## src/rtl/mem_access_unit_if.sv

```systemverilog
// Memory-side bus of the multi-cycle memory port: registered request
// fields towards the memory, read data and completion pulse back.
interface mem_access_unit_if #(
  parameter int ADDR_W = 16,
  parameter int DATA_W = 16
);
  logic              mem_req;
  logic              mem_we;
  logic [ADDR_W-1:0] mem_addr;
  logic [DATA_W-1:0] mem_wdata;
  logic [DATA_W-1:0] mem_rdata;
  logic              mem_ack;

  // Access unit side: issues requests, receives data and ack.
  modport master (
    output mem_req,
    output mem_we,
    output mem_addr,
    output mem_wdata,
    input  mem_rdata,
    input  mem_ack
  );

  // Memory side: accepts requests, returns data and ack.
  modport slave (
    input  mem_req,
    input  mem_we,
    input  mem_addr,
    input  mem_wdata,
    output mem_rdata,
    output mem_ack
  );
endinterface

```

## src/rtl/mem_access_unit.sv

```systemverilog
// Multi-cycle memory port below the control FSM. Converts the FSM's
// IRWrite/MemR/MemW/IoD strobes into a single req/ack transaction on a
// variable-latency word memory, holds IR and MDR, and stalls the FSM
// while a transaction is outstanding.
//
// state  | meaning
// IDLE   | no transaction; a strobe captures type/address and issues req
// WAIT   | req outstanding; ends on ack or after TIMEOUT cycles without one
// DONE   | one cycle with stall low so the FSM can advance; strobes ignored
module mem_access_unit #(
  parameter int ADDR_W  = 16,
  parameter int DATA_W  = 16,
  parameter int TIMEOUT = 15
) (
  input  logic              CLK,
  input  logic              Reset,
  input  logic              ctl_IoD,
  input  logic              ctl_IRWrite,
  input  logic              ctl_MemR,
  input  logic              ctl_MemW,
  input  logic [ADDR_W-1:0] pc_in,
  input  logic [ADDR_W-1:0] alu_out_in,
  input  logic [DATA_W-1:0] wdata_in,
  mem_access_unit_if.master mem,
  output logic [DATA_W-1:0] ir_out,
  output logic [6:0]        ctl_field_out,
  output logic [DATA_W-1:0] mdr_out,
  output logic              mem_stall,
  output logic              mem_err
);

  typedef enum logic [1:0] {S_IDLE, S_WAIT, S_DONE} state_t;
  typedef enum logic [1:0] {T_FETCH, T_READ, T_WRITE} xfer_t;

  // The counter holds the number of WAIT cycles already spent, so the
  // abort fires in the TIMEOUT-th WAIT cycle.
  localparam logic [7:0] CNT_LAST = 8'(TIMEOUT - 1);

  state_t     state;
  xfer_t      xfer;
  logic [7:0] cnt;
  logic       acc;
  logic       illegal;
  xfer_t      xfer_next;

  // Strobe decode: request present, illegal combination, and the type by priority.
  always_comb begin
    acc       = ctl_IRWrite | ctl_MemR | ctl_MemW;
    illegal   = (ctl_MemW & (ctl_MemR | ctl_IRWrite)) | (ctl_MemR & ctl_IRWrite);
    xfer_next = T_READ;
    if (ctl_MemW)
      xfer_next = T_WRITE;
    else if (ctl_IRWrite)
      xfer_next = T_FETCH;
  end

  assign mem_stall     = ((state == S_IDLE) & acc) | (state == S_WAIT);
  assign ctl_field_out = ir_out[6:0];

  // Transaction FSM with registered bus outputs, IR/MDR and sticky error.
  always_ff @(posedge CLK) begin
    if (Reset) begin
      state         <= S_IDLE;
      xfer          <= T_FETCH;
      cnt           <= '0;
      mem.mem_req   <= 1'b0;
      mem.mem_we    <= 1'b0;
      mem.mem_addr  <= '0;
      mem.mem_wdata <= '0;
      ir_out        <= '0;
      mdr_out       <= '0;
      mem_err       <= 1'b0;
    end else begin
      case (state)
        S_IDLE: begin
          if (acc) begin
            mem.mem_req   <= 1'b1;
            mem.mem_we    <= ctl_MemW;
            mem.mem_addr  <= ctl_IoD ? alu_out_in : pc_in;
            mem.mem_wdata <= wdata_in;
            xfer          <= xfer_next;
            cnt           <= '0;
            if (illegal)
              mem_err <= 1'b1;
            state <= S_WAIT;
          end
        end
        S_WAIT: begin
          if (mem.mem_ack) begin
            case (xfer)
              T_FETCH: ir_out  <= mem.mem_rdata;
              T_READ:  mdr_out <= mem.mem_rdata;
              default: ;
            endcase
            mem.mem_req <= 1'b0;
            state       <= S_DONE;
          end else if (cnt == CNT_LAST) begin
            case (xfer)
              T_FETCH: ir_out  <= '1;
              T_READ:  mdr_out <= '1;
              default: ;
            endcase
            mem.mem_req <= 1'b0;
            mem_err     <= 1'b1;
            state       <= S_DONE;
          end else begin
            cnt <= cnt + 8'd1;
          end
        end
        S_DONE:  state <= S_IDLE;
        default: state <= S_IDLE;
      endcase
    end
  end

endmodule

```

## src/flat_wrapper.sv

```systemverilog
// flat-port wrapper written by rule: the top's interface ports become plain ports
module mem_access_unit_flat 
#(
  parameter int ADDR_W  = 16,
  parameter int DATA_W  = 16,
  parameter int TIMEOUT = 15
)
  (CLK, Reset, ctl_IoD, ctl_IRWrite, ctl_MemR, ctl_MemW, pc_in, alu_out_in, wdata_in, ir_out, ctl_field_out, mdr_out, mem_stall, mem_err, mem_mem_req, mem_mem_we, mem_mem_addr, mem_mem_wdata, mem_mem_rdata, mem_mem_ack);
  mem_access_unit_if #(.ADDR_W(ADDR_W), .DATA_W(DATA_W)) mem_i ();
  input  logic CLK;
  input  logic Reset;
  input  logic ctl_IoD;
  input  logic ctl_IRWrite;
  input  logic ctl_MemR;
  input  logic ctl_MemW;
  input  logic [ADDR_W-1:0] pc_in;
  input  logic [ADDR_W-1:0] alu_out_in;
  input  logic [DATA_W-1:0] wdata_in;
  output logic [DATA_W-1:0] ir_out;
  output logic [6:0] ctl_field_out;
  output logic [DATA_W-1:0] mdr_out;
  output logic mem_stall;
  output logic mem_err;
  output wire logic [$bits(mem_i.mem_req)-1:0] mem_mem_req;
  output wire logic [$bits(mem_i.mem_we)-1:0] mem_mem_we;
  output wire logic [$bits(mem_i.mem_addr)-1:0] mem_mem_addr;
  output wire logic [$bits(mem_i.mem_wdata)-1:0] mem_mem_wdata;
  input wire logic [$bits(mem_i.mem_rdata)-1:0] mem_mem_rdata;
  input wire logic [$bits(mem_i.mem_ack)-1:0] mem_mem_ack;
  assign mem_mem_req = mem_i.mem_req;
  assign mem_mem_we = mem_i.mem_we;
  assign mem_mem_addr = mem_i.mem_addr;
  assign mem_mem_wdata = mem_i.mem_wdata;
  assign mem_i.mem_rdata = mem_mem_rdata;
  assign mem_i.mem_ack = mem_mem_ack;
  mem_access_unit #(.ADDR_W(ADDR_W), .DATA_W(DATA_W), .TIMEOUT(TIMEOUT)) u_core (.CLK(CLK), .Reset(Reset), .ctl_IoD(ctl_IoD), .ctl_IRWrite(ctl_IRWrite), .ctl_MemR(ctl_MemR), .ctl_MemW(ctl_MemW), .pc_in(pc_in), .alu_out_in(alu_out_in), .wdata_in(wdata_in), .mem(mem_i), .ir_out(ir_out), .ctl_field_out(ctl_field_out), .mdr_out(mdr_out), .mem_stall(mem_stall), .mem_err(mem_err));
endmodule
```

## config.mk

```make
export PLATFORM = sky130hd
export DESIGN_NAME = mem_access_unit_flat
export DESIGN_NICKNAME = d
export VERILOG_FILES = /design/src/rtl/mem_access_unit_if.sv /design/src/rtl/mem_access_unit.sv /design/src/flat_wrapper.sv
export SDC_FILE = /design/constraint.sdc
export NUM_CORES = 1
export LEC_CHECK = 0
export ABC_AREA = 1
export BUFFER_PORTS_ARGS = -buffer_cell sky130_fd_sc_hd__buf_2
export CORE_ASPECT_RATIO = 1.2
export CORE_MARGIN = 2
export CORE_UTILIZATION = 25
export CTS_CLUSTER_DIAMETER = 100
export DETAILED_ROUTE_END_ITERATION = 7
export HOLD_SLACK_MARGIN = 0.02
export SKIP_LAST_GASP = 1
export SYNTH_ARGS = -nofsm -noshare
export SYNTH_HDL_FRONTEND = slang
export SYNTH_SLANG_ARGS = --single-unit
```

## constraint.sdc

```tcl
create_clock -name CLK -period 1.8 [get_ports CLK]
set_clock_uncertainty 0.1 [all_clocks]
set_input_delay 0.36 -clock CLK [delete_from_list [all_inputs] [get_ports CLK]]
set_output_delay 0.36 -clock CLK [all_outputs]
set_load 0.02 [all_outputs]
```

==> reports/results.ini, run 1 <==
[timing]
relSlewSlack_pct = 64.25
holdWs_ns = 0.1429
rsz0062_at_grt = false
tightest_slew_ns = 0.5357
fmax_mhz = 587.6
drv_slew = 0
tns_ns = 0
timing.final.crit_share_pct = 94.55
setup_viol = 0
report.final.hold_viol_count = 0
fin_crit_ns = 1.702

[synthesis]
synth_edf_count = 0
synth.most_common_cell = nor2_1
synth_seq_area_share_pct = 42.77
synth_mux_area_share_pct = 4.387
synth_area_leader_cell = dfxtp_1
synth_compound_area_share_pct = 9.493
syn-num-nets = 597
ys.flop_type = dfxtp_1
synth_top_area_share_pct = 42.77
synth_xor_area_share_pct = 0.2399
yosys_register_bits = 78
synthArstFlopShare_pct = 0
avgSynthCellArea_sq_um = 6.968
synthSimpleGateAreaFrac_pct = 28.92
synthCells = 524
synthAdderAreaFrac_pct = 0.6854
syn_area_sq_um = 3651
synth_cell_types = 25
synth_top_family_by_area = simple AND/OR/NAND/NOR gates
synthTopCellsByCount = nor2_1, nand2_1, inv_1
yosys_warnings = 0
synthTopCellsByArea = dfxtp_1, nor2_1, nand2_1

[grt]
grt_pass1_wl_microns = 16100
grt_max_degree = 50
met1_usage_pct = 15.87
overflow = 0
busiest_layer = met2
use_met2_pct = 21.26
antenna_found_initial = 0
grt.total_usage_pct = 13.07
grt_pass1_vias = 3426
met3_usage_pct = 3.790

[cells_and_area]
drive_gt1_share_pct = 29.21
nets = 739
area_growth_pct = 34.13
fin_cells = 846
antenna_cells = 0

[clock_tree]
cts-root-buf = clkbuf_16
cts.path.max_buffers = 2
cts_tree = done
cts_buffers = 9
clock-sinks = 78
ctsHoldBuffers = 0
path_clk_slew_ns = 0.06
htree_num_levels = 3
worstSkewPairLatency_ns = 0.34

[critical_path]
cp.arrival_ns = 1.24
end_kind = output pin
criticalPathCategory = reg -> out
cp.required_ns = 1.34
cp_max_fo = 3
worstSetupStartpointType = flip-flop
rrSetupSlack_ns = 0.14

[detailed_routing]
drt-pass1-iter-count = 4
vias_per_cell = 4.343
num_vias = 3674
antenna_left = 0
routed_wl_microns = 10050
drt_iter0_drc = 248
wire_per_inst_microns = 11.88
remaining_drc_errors = 0

[power]
power.leakage_nw = 2.512
switchingPower_w = 0.001449
p_comb_share_pct = 20.9
vdd_ir_drop_max_mv = 0.6352
power_density_nw_per_um2 = 946.9
p_int_w = 0.003188
p_sw_share_pct = 31.25
p_seq_share_pct = 41.8
clock_power_share_pct = 37.2

[die]
io_pins = 146
die-area_sq_um = 15590
die_w_microns = 114.3
core_sq_um = 14350
std_cell_rows = 48
die_h_microns = 136.4
initial_core_util_pct = 25.44

[min_path]
holdCritPathClass = in -> reg

[run]
cap_violations = 0

[placed_design]
gp_congestion = 0.7735
io_buffer_count = 145
dpl.hpwl_microns = 7421
placed_cells = 824

[outcome]
status = finished clean

## flip-flops by register name, indices dropped and copies added (netlist names)
register,flops
u_core.mem.mem_wdata,16
u_core.ir_out,16
u_core.mem.mem_req,1
u_core.state,2
u_core.mem.mem_addr,16
u_core.cnt,8
u_core.xfer,2
u_core.mdr_out,16
u_core.mem_err,1
## cells in the final DEF (no fill, tap or decap)
cell          n
clkbuf_8      1
buf_2       144
xor2_1        1
o21bai_1      1
inv_4         1
inv_1        79
a21oi_2       1
a21oi_1      28
nand4_1      32
buf_12        2
nor2_1       98
ha_1          2
nor3b_1       1
nand3_1      11
nand3_2       2
nand3_4       2
dfxtp_1      78
nand2_2       3
buf_4        19
inv_2         2
nor2_2        2
o21ai_0      38
clkinv_4      2
clkinvlp_4    2
clkinv_2      1
nand2_4       1
nand2_1      90
inv_6         1
clkbuf_16     9
nor2_4        1
mux2i_1      16
## metrics by stage
step	area (sq um)	total power (W)	utilization [%]	worst slack, ns
after floorplan	3651	0.002590	-	0.1498
after global placement	4556	0.002920	31.74	0.1723
after detailed placement	4556	0.002924	31.74	0.1255
after CTS	4841	0.004676	33.73	0.0006395
after global routing	4897	0.004894	34.12	0.006461
final	4897	0.004637	34.12	0.09805
## area by class of cell
cell class / instances / area [sq um]
Sequential cell: 78 / 1562
Fill cell: 1582 / 9457
Multi-Input combinational cell: 330 / 1618
Clock inverter: 6 / 46.29
Clock buffer: 10 / 239.0
Tap cell: 175 / 219.0
Timing Repair Buffer: 165 / 903.4
Inverter: 82 / 310.3
## layer usage
| layer | up-vias | wire (microns) |
|---|---|---|
| met5 | - | 0 |
| met3 | 12 | 742 |
| met1 | 1587 | 4688 |
| met4 | 0 | 206 |
| li1 | 1927 | - |
| met2 | 148 | 4414 |
## final timing paths
path	start	end	depth (start not counted)
max	u_core.state[1]$_SDFFE_PP0P_	mem_stall	6
min	wdata_in[0]	u_core.mem.mem_wdata[0]$_SDFFE_PP0P_	3
max reg2reg	u_core.cnt[0]$_SDFFE_PP0P_	u_core.ir_out[1]$_SDFFE_PP0P_	10
min reg2reg	u_core.mem.mem_req$_SDFFE_PP0P_	u_core.mem.mem_req$_SDFFE_PP0P_	2
## power groups by stage
stage / Clock (W) / Combinational [W] / Sequential [W]
final: 0.00173 / 0.000971 / 0.00194
after global routing: 0.00185 / 0.00109 / 0.00196
after CTS: 0.00178 / 0.000951 / 0.00194
after detailed placement: 0 / 0.000948 / 0.00198
after global placement: 0 / 0.000945 / 0.00198
after floorplan: 0 / 0.000459 / 0.00213
## cells by family (layout without fill, tap and decap cells)
group                      Yosys count  count (layout)
AOI/OAI and AO/OA                   68              68
xor gates and xnor gates             1               1
adders and majority gates            2               2
buffers and inverters              118             263
DFF                                 78              78
muxes                               16              16
and+or+nand+nor                    241             243
## critical path, cell delays in order (launching register included)
cell	delay (ns)
dfxtp_1	0.33
inv_1	0.07
nand2_1	0.08
a21oi_2	0.18
inv_4	0.05
nand2_1	0.05
buf_4	0.14
## what timing repair did
item	in CTS	in global routing
resized for setup	0	4
setup endpoints to repair	0	23
hold endpoints to repair	0	0
setup buffers	0	4
No activity file was read; power rests on OpenSTA's default activity.
==> run 2: changes to the inputs <==
--- a/config.mk
+++ b/config.mk
@@ -7,13 +7,15 @@
 export LEC_CHECK = 0
 export ABC_AREA = 1
 export BUFFER_PORTS_ARGS = -buffer_cell sky130_fd_sc_hd__buf_2
+export CELL_PAD_IN_SITES_DETAIL_PLACEMENT = 2
+export CELL_PAD_IN_SITES_GLOBAL_PLACEMENT = 2
 export CORE_ASPECT_RATIO = 1.2
 export CORE_MARGIN = 2
 export CORE_UTILIZATION = 25
 export CTS_CLUSTER_DIAMETER = 100
 export DETAILED_ROUTE_END_ITERATION = 7
 export HOLD_SLACK_MARGIN = 0.02
-export SKIP_LAST_GASP = 1
+export PLACE_DENSITY_LB_ADDON = 0.1
 export SYNTH_ARGS = -nofsm -noshare
 export SYNTH_HDL_FRONTEND = slang
 export SYNTH_SLANG_ARGS = --single-unit
==> run 2 against run 1 <==
  * Clock power increased by 17%
  * Via count increased by 5.5%
  * Sequential power about the same
  * Maximum frequency increased by 0.88%
  * Sequential share of layout area decreased by 0.74 points
  * Register-to-register slack got worse by 0.02 ns
  * First-iteration DRC count decreased by 56%
  * Final area increased by 2.6%
  * Die area unchanged
  * Critical path type unchanged
  * Largest cell class unchanged
==> reports/results.ini, run 2 (synthesized netlist as in run 1, its figures left out) <==
[detailed_routing]
drt_iter0_drc = 109
routed_wl_microns = 13370
highest_layer = met4
wire_per_inst_microns = 15.80
vias_per_cell = 4.580
wl_met2_microns = 7289
met3_length_microns = 632
num_vias = 3875
antenna_left = 0
remaining_drc_errors = 0
drt-pass1-iter-count = 4
met1_length_microns = 5280

[cells_and_area]
finalInstanceArea_sq_um = 5022
final_cell_mix = buf_2, nor2_1, nand2_1
nets = 741
final_common_cell = buf_2
antenna_cells = 0
fillerInstances = 1742
drive_gt1_share_pct = 30.40
finish.utilization_pct = 34.99
area_growth_pct = 37.56

[timing]
drv_slew = 0
fin_crit_ns = 1.687
relSlewSlack_pct = 69.32
timing.final.crit_share_pct = 93.72
fmax_mhz = 592.8
setup_viol = 0
report.final.hold_viol_count = 0
tightest_slew_ns = 0.4602
rsz0062_at_grt = false

[placed_design]
io_buffer_count = 145
gp_congestion = 0.7762
dpl.hpwl_microns = 9824
place_area_sq_um = 4583

[die]
die-area_sq_um = 15590
initial_core_util_pct = 25.44
die_h_microns = 136.4
std_cell_rows = 48
die_w_microns = 114.3
io_pins = 146
core_sq_um = 14350

[critical_path]
cp_max_fo = 7
critical_path.cell_chain = inv_2 -> nand2_2 -> a21oi_4 -> inv_4 -> nand2_1 -> buf_4
cpMaxStageDelayCell = dfxtp_2
worstSetupStartpointType = flip-flop
critPathMaxStageDelay_ns = 0.33
end_kind = output pin
criticalPathCategory = reg -> out
cp.arrival_ns = 1.23
reg2reg_depth = 10
cp.required_ns = 1.34

[clock_tree]
cts-root-buf = clkbuf_16
cts_buffers = 9
cts_tree = done
path_clk_slew_ns = 0.06
htree_num_levels = 3
cts.path.max_buffers = 2
ctsHoldBuffers = 0
clock-sinks = 78
worstSkewPairLatency_ns = 0.34

[grt]
grt_pass1_wl_microns = 20690
grt_max_degree = 50
grt.total_usage_pct = 17.15
antenna_found_initial = 0
overflow = 0
grt_pass1_vias = 4147

[power]
power.leakage_nw = 2.566
power_density_nw_per_um2 = 998.7
p_comb_share_pct = 20.8
p_seq_share_pct = 38.7
switchingPower_w = 0.001508
p_sw_share_pct = 30.07
clock_power_share_pct = 40.5
vdd_ir_drop_max_mv = 0.4890
p_int_w = 0.003508

[run]
cap_violations = 0

[min_path]
holdPathStages = 3
holdCritPathClass = in -> reg

[outcome]
status = finished clean

==> run 2: changes by cell type in the layout (fill, tap and decap cells not counted), sizes merged <==
cell	delta
clkinvlp	-2
clkbuf	+1
clkinv	-2
bufinv	+2
inv	-1
nand3	+1
buf	+1
==> run 2: timing repair <==
action                     CTS  global route
setup endpoints to repair   21            40
setup buffers                3             1
pin swaps                    2             5
gates resized for setup      1            17
cloned                       1             2
==> run 2: final timing paths <==
check | startpoint | end | slack (ns)
min reg2reg | u_core.mem.mem_req$_SDFFE_PP0P_ | u_core.mem.mem_req$_SDFFE_PP0P_ | 0.37
max | u_core.state[1]$_SDFFE_PP0P_ | mem_stall | 0.11
max reg2reg | u_core.cnt[0]$_SDFFE_PP0P_ | u_core.ir_out[9]$_SDFFE_PP0P_ | 0.12
min | wdata_in[0] | u_core.mem.mem_wdata[0]$_SDFFE_PP0P_ | 0.14
==> run 2: layer usage <==
layer | GRT usage (%) | up-vias
met1 | 18.81 | 1856
li1 | - | 1924
met5 | 0 | -
met3 | 3.834 | 9
met4 | 6.504 | 0
met2 | 31.91 | 86
==> run 2: critical path: cells and delay by family (launching register included) <==
kind,cells,cell delay (ns)
buf+inv,3,0.28
simple gates,2,0.12
compound gates,1,0.15
flops,1,0.33
==> run 2: power by group through the flow <==
stage	clock network, W	logic [W]	registers (W)
final	0.00203	0.00104	0.00194
after global routing	0.00216	0.00117	0.00196
after CTS	0.00208	0.00103	0.00194
after detailed placement	0	0.00102	0.00198
after global placement	0	0.000989	0.00197
after floorplan	0	0.000459	0.00213
==> run 2: area by class of cell <==
class | count | area [sq um] | share of cell area [%]
Inverter | 82 | 310.3 | 6.178
Sequential cell | 78 | 1564 | 31.14
Tap cell | 175 | 219.0 | 4.360
Multi-Input combinational cell | 331 | 1677 | 33.38
Timing Repair Buffer | 166 | 930.9 | 18.54
Clock inverter | 3 | 68.82 | 1.370
Clock buffer | 11 | 252.7 | 5.032
==> run 2: stage by stage <==
step                      setup slack, ns  hold slack (ns)  setup TNS, ns  total power (W)  std cells
after global placement            0.07084           0.3562              0         0.002960        825
after detailed placement         -0.02089           0.3675       -0.05035         0.002996        825
final                              0.1130           0.1439              0         0.005016        846
after CTS                       -0.002720           0.1335      -0.002720         0.005056        843
after floorplan                    0.1498           0.3291              0         0.002590        524
after global routing             0.006781           0.1505              0         0.005282        846
